==> src/rtl/countdown_timer_8bit_if.sv <==
// rtl/countdown_timer_8bit_if.sv - control and display bundle for the countdown timer
interface countdown_timer_8bit_if;
  logic       Load;
  logic [7:0] LoadValue;
  logic       Start;
  logic       Pause;
  logic [7:0] Count;
  logic       Zero;
  logic       Done;
  logic [0:6] HEX0;
  logic [0:6] HEX1;

  // Switch/key side: drives the controls and watches the count and displays.
  modport master (
    output Load, LoadValue, Start, Pause,
    input  Count, Zero, Done, HEX0, HEX1
  );

  // Timer side.
  modport slave (
    input  Load, LoadValue, Start, Pause,
    output Count, Zero, Done, HEX0, HEX1
  );
endinterface

==> src/rtl/countdown_timer_8bit.sv <==
// rtl/countdown_timer_8bit.sv - loadable prescaled 8-bit down counter with expiry pulse; COUNTDOWN_AUTO_RELOAD_EN enables auto-reload
module countdown_timer_8bit #(
  parameter int unsigned PRESCALE = 4
) (
  input  logic                       Clock,
  input  logic                       Reset,
  countdown_timer_8bit_if.slave      bus
);

  typedef enum logic [1:0] {
    IDLE  = 2'd0,
    RUN   = 2'd1,
    PAUSE = 2'd2,
    DONE  = 2'd3
  } state_t;

  localparam logic [15:0] PRE_MAX = 16'(PRESCALE - 1);

  state_t      state_q, state_d;
  logic [7:0]  count_q, count_d;
  logic [7:0]  rld_q,   rld_d;
  logic [15:0] pre_q,   pre_d;
  logic        done_q,  done_d;

  // Active-low seven-segment pattern, segment a at index 0 through g at index 6.
  function automatic logic [0:6] hex_decoder(input logic [3:0] v);
    logic [0:6] seg;
    case (v)
      4'h0: seg = 7'b0000001;
      4'h1: seg = 7'b1001111;
      4'h2: seg = 7'b0010010;
      4'h3: seg = 7'b0000110;
      4'h4: seg = 7'b1001100;
      4'h5: seg = 7'b0100100;
      4'h6: seg = 7'b0100000;
      4'h7: seg = 7'b0001111;
      4'h8: seg = 7'b0000000;
      4'h9: seg = 7'b0000100;
      4'hA: seg = 7'b0001000;
      4'hB: seg = 7'b1100000;
      4'hC: seg = 7'b0110001;
      4'hD: seg = 7'b1000010;
      4'hE: seg = 7'b0110000;
      default: seg = 7'b0111000;
    endcase
    return seg;
  endfunction

  // Next-state logic: Load overrides everything, then the per-state run/pause rules.
  always_comb begin
    state_d = state_q;
    count_d = count_q;
    rld_d   = rld_q;
    pre_d   = pre_q;
    done_d  = 1'b0;

    if (bus.Load) begin
      count_d = bus.LoadValue;
      rld_d   = bus.LoadValue;
      pre_d   = 16'd0;
      state_d = IDLE;
    end else begin
      case (state_q)
        IDLE: begin
          if (!bus.Pause && bus.Start && count_q != 8'd0) begin
            state_d = RUN;
            pre_d   = 16'd0;
          end
        end
        RUN: begin
          if (bus.Pause) begin
            state_d = PAUSE;
          end else if (pre_q == PRE_MAX) begin
            pre_d = 16'd0;
            if (count_q != 8'd0) begin
              count_d = count_q - 8'd1;
            end
            if (count_q <= 8'd1) begin
              state_d = DONE;
              done_d  = 1'b1;
            end
          end else begin
            pre_d = pre_q + 16'd1;
          end
        end
        PAUSE: begin
          // pre is kept so the interrupted period resumes where it left off.
          if (!bus.Pause && bus.Start) begin
            state_d = RUN;
          end
        end
        default: begin
`ifdef COUNTDOWN_AUTO_RELOAD_EN
          // A zero reload value would expire immediately, so stay put.
          if (rld_q != 8'd0) begin
            count_d = rld_q;
            pre_d   = 16'd0;
            state_d = bus.Pause ? PAUSE : RUN;
          end
`else
          state_d = DONE;
`endif
        end
      endcase
    end
  end

  // State register with synchronous reset.
  always_ff @(posedge Clock) begin
    if (Reset) begin
      state_q <= IDLE;
      count_q <= 8'd0;
      rld_q   <= 8'd0;
      pre_q   <= 16'd0;
      done_q  <= 1'b0;
    end else begin
      state_q <= state_d;
      count_q <= count_d;
      rld_q   <= rld_d;
      pre_q   <= pre_d;
      done_q  <= done_d;
    end
  end

  assign bus.Count = count_q;
  assign bus.Done  = done_q;
  assign bus.Zero  = (count_q == 8'd0);
  assign bus.HEX0  = hex_decoder(count_q[3:0]);
  assign bus.HEX1  = hex_decoder(count_q[7:4]);

endmodule

==> src/flat_wrapper.sv <==
// flat-port wrapper written by rule: the top's interface ports become plain ports
module countdown_timer_8bit_flat 
#(
  parameter int unsigned PRESCALE = 4
)
  (Clock, Reset, bus_Load, bus_LoadValue, bus_Start, bus_Pause, bus_Count, bus_Zero, bus_Done, bus_HEX0, bus_HEX1);
  countdown_timer_8bit_if bus_i ();
  input  logic Clock;
  input  logic Reset;
  input wire logic [$bits(bus_i.Load)-1:0] bus_Load;
  input wire logic [$bits(bus_i.LoadValue)-1:0] bus_LoadValue;
  input wire logic [$bits(bus_i.Start)-1:0] bus_Start;
  input wire logic [$bits(bus_i.Pause)-1:0] bus_Pause;
  output wire logic [$bits(bus_i.Count)-1:0] bus_Count;
  output wire logic [$bits(bus_i.Zero)-1:0] bus_Zero;
  output wire logic [$bits(bus_i.Done)-1:0] bus_Done;
  output wire logic [$bits(bus_i.HEX0)-1:0] bus_HEX0;
  output wire logic [$bits(bus_i.HEX1)-1:0] bus_HEX1;
  assign bus_i.Load = bus_Load;
  assign bus_i.LoadValue = bus_LoadValue;
  assign bus_i.Start = bus_Start;
  assign bus_i.Pause = bus_Pause;
  assign bus_Count = bus_i.Count;
  assign bus_Zero = bus_i.Zero;
  assign bus_Done = bus_i.Done;
  assign bus_HEX0 = bus_i.HEX0;
  assign bus_HEX1 = bus_i.HEX1;
  countdown_timer_8bit #(.PRESCALE(PRESCALE)) u_core (.Clock(Clock), .Reset(Reset), .bus(bus_i));
endmodule
==> config.mk <==
export PLATFORM = sky130hd
export DESIGN_NAME = countdown_timer_8bit_flat
export DESIGN_NICKNAME = d
export VERILOG_FILES = /design/src/rtl/countdown_timer_8bit_if.sv /design/src/rtl/countdown_timer_8bit.sv /design/src/flat_wrapper.sv
export SDC_FILE = /design/constraint.sdc
export NUM_CORES = 1
export LEC_CHECK = 0
export CAP_MARGIN = 10
export CORE_ASPECT_RATIO = 0.5
export CORE_MARGIN = 2
export CORE_UTILIZATION = 49
export DETAILED_ROUTE_END_ITERATION = 8
export GPL_TIMING_DRIVEN = 1
export MAX_ROUTING_LAYER = met4
export PLACE_DENSITY = 0.75
export SKIP_CTS_REPAIR_TIMING = 1
export SYNTH_ARGS = -nofsm -noshare
export SYNTH_HDL_FRONTEND = slang
export SYNTH_SLANG_ARGS = --single-unit
==> constraint.sdc <==
create_clock -name Clock -period 3.3 [get_ports Clock]
set_clock_uncertainty 0.2 [all_clocks]
set_input_delay 0.66 -clock Clock [delete_from_list [all_inputs] [get_ports Clock]]
set_output_delay 0.66 -clock Clock [all_outputs]
set_load 0.03 [all_outputs]
==> impl_metrics.csv <==
group,metric,value,unit
outcome,status,"completed",
setup_path,cp_max_fo,8,
synthesis,seq_area_frac_synth,33.2,%
synthesis,synth-compound-area-share,18.9,%
layout,final_cell_mix,"41 x dfxtp_1, 36 x clkdlybuf4s50_1, 32 x nor2_1, 20 x inv_1, 19 x buf_4",
synthesis,synth_top_family_by_area,"simple AND/OR/NAND/NOR gates",
cts,path_clk_slew,80,ps
timing,timing.fmax,0.313,GHz
synthesis,synthDistinctLibCells,58,
timing,relSlewSlack,57.0,%
cts,cts_root_buf,"clkbuf_8",
global_route,antenna_found_initial,0,
synthesis,synth_area,2470,um2
flow_run,maxCapViolCount,0,
global_route,grt_pass1_wl,9.00,mm
power_and_ir_drop,intPower,948,uW
synthesis,syn_area_per_cell,9.08,um2
floorplan,die-area,5660,um2
layout,register_area,821,um2
cts,cts_tree,"yes",
global_route,grt_pass1_vias,1961,
setup_path,slowest_stage,"clkdlybuf4s50_1",
global_route,grt_max_degree,19,
placed_design,gp_congestion,0.887,
drt,num_vias,2118,
layout,final_nets,353,
synthesis,synth_xor_xnor_area_share,6.74,%
synthesis,yosys_most_used_dff,"dfxtp_1",
placed_design,dp.final_hpwl,4.05,mm
drt,drt_wl_total,5.56,mm
floorplan,floorplan.rows,18,
cts,cts_buffers,5,
floorplan,die_x,104,um
timing,tns,0,ps
timing,whs,353,ps
timing,period_share,96.9,%
floorplan,die_h,54.2,um
cts,numClockSinks,41,
global_route,grt_overflow,0,
placed_design,io_buffers,36,
setup_path,required,2440,ps
power_and_ir_drop,pwr-share-seq,40.8,%
power_and_ir_drop,power-per-cell-area,419,nW/um2
drt,drc_errors,0,
floorplan,core-area,4890,um2
drt,wl_per_cell,14.1,um
setup_path,critPathMaxStageDelay,700,ps
synthesis,synthCells,272,
timing,finalHoldViolations,0,
setup_path,critPathLaunch,"u_core.bus.Count[0]",
setup_path,startpoint_type,"flip-flop",
power_and_ir_drop,p_comb_share,22.7,%
min_path,min_path_type,"reg -> reg",
power_and_ir_drop,p_sw_share,28.2,%
layout,final_common_cell,"dfxtp_1",
drt,dr.first_iter.drc_count,105,
synthesis,ys.warnings.count,0,
drt,drt_pre_antenna_iters,5,
timing,timing_max_transition_violations_final,0,
power_and_ir_drop,p_leak,1.21,nW
layout,diodes,0,
floorplan,initial_utilization,50.5,%
cts,clk_latency,300,ps
synthesis,synth_mux_area_share,2.08,%
setup_path,rr_startpoint,"u_core.pre_q[0]",
min_path,hold_start,"u_core.pre_q[13]",
power_and_ir_drop,ir_drop,307,uV
synthesis,synth.net_count,301,
synthesis,synth-adder-area-share,8.11,%
global_route,grt_use_total,20.8,%
power_and_ir_drop,p_clk_share,36.5,%
layout,layout-drive-gt1-share,15.7,%
cts,h-tree-depth,2,
timing,final.min_clock_period,3200,ps
synthesis,async_flop_share,0,%
timing,worst_pin_slew,641,ps
setup_path,path_class,"reg -> out",
synthesis,synth_edf_count,0,
setup_path,critPathCaptureType,"primary output",
floorplan,io_pins,37,
synthesis,ys_ff_latch,41,
timing,setup_viol,0,
power_and_ir_drop,switching_power,372,uW
setup_path,worstPathCellList,"inv_1 -> ha_1 -> or4b_4 -> nor2_8 -> clkdlybuf4s50_1",
drt,viasPerCell,5.36,
setup_path,crit_arrival,2340,ps
power_and_ir_drop,finalPower,1.32,mW
layout,fill_cells,417,
drt,ant_nets,0,
layout,syn2layout_area_growth,27.5,%
timing,grt_setup_unrepaired,"yes",
cts,clockBufferDepth,2,
synthesis,yosys.area_share.simple,25.5,%
layout,multiInputGateArea,1520,um2
[stage by stage]
stage               util (%)  setup slack, ps  instance area (um2)  instances
detailed placement      61.5            -89.6                 3000        387
CTS                     64.2              105                 3140        395
finish                  64.4              103                 3150        395
floorplan                  -             50.3                 2470        272
global route            64.4            -10.3                 3150        395
global placement        61.5             18.8                 3000        387
[power by group through the flow]
stage	logic [mW]	clock network [mW]	registers [mW]
4_1_cts	0.299	0.490	0.538
3_5_place_dp	0.296	0	0.549
5_1_grt	0.321	0.506	0.541
6_report	0.299	0.482	0.538
2_1_floorplan	0.139	0	0.598
3_3_place_gp	0.290	0	0.549
[cells in the mapped netlist (all sizes together), types with 2 or more instances]
cell / n / area [um2]
nand4: 8 / 65.1
nor4: 8 / 92.6
a211oi: 8 / 75.1
or3: 2 / 12.5
o211ai: 4 / 43.8
ha: 16 / 200
inv: 21 / 78.8
o31ai: 3 / 50.1
nor3: 9 / 60.1
dfxtp: 41 / 821
nand2b: 3 / 18.8
nand2: 15 / 56.3
o21ai: 15 / 86.3
xnor2: 5 / 43.8
nor2b: 2 / 12.5
a21oi: 14 / 70.1
o22ai: 3 / 18.8
o32ai: 2 / 17.5
buf: 5 / 36.3
xor2: 14 / 123
a32oi: 2 / 17.5
mux2i: 4 / 40.0
nor3b: 5 / 65.1
clkbuf: 5 / 18.8
o31a: 2 / 17.5
nand3: 7 / 35.0
nor2: 33 / 140
[path summary, 6_finish.rpt]
kind / endpoint / cells past startpoint / slack (ps)
worst max-delay path: bus_Zero / 5 / 100
worst min-delay path: u_core.pre_q[13] / 2 / 350
worst max register to register: u_core.bus.HEX0[1] / 12 / 210
worst min register to register: u_core.pre_q[13] / 2 / 350
[final cells by class]
| class | count | share of cell area (%) |
|---|---|---|
| well taps | 70 | 2.78 |
| flip-flops and latches | 41 | 26.1 |
| repair buffers | 55 | 16.0 |
| multi-input cells | 200 | 48.4 |
| clock buffers | 5 | 2.19 |
| inverters | 21 | 2.50 |
| clock inverters | 3 | 2.07 |
[critical path, delay by kind of cell (launching register included)]
kind | cells | cell delay (ps)
AND/OR/NAND/NOR | 2 | 710
adder cells (fa/ha/maj) | 1 | 150
flip-flops | 1 | 340
buffers and inverters | 2 | 820
[per-layer routing]
metal,vias to the layer above,track usage (%),share of wire [%]
li1,1070,-,-
met1,991,25.4,48
met2,53,35.7,47
met3,4,4.60,4.5
met4,0,6.08,0.49
met5,-,-,0
[registers in the layout, summed over array words and instances (netlist names)]
register	count
u_core.bus.HEX0	7
u_core.bus.Count	8
u_core.bus.HEX1	7
u_core.pre_q	16
u_core.bus.Done	1
u_core.state_q	2
[kinds of logic after synthesis]
group / Yosys count
compound gates: 61
xor+xnor: 19
fa+ha+maj: 16
buf+inv: 31
flops: 41
mux: 5
simple gates: 99
(Power assumes the default switching activity.)
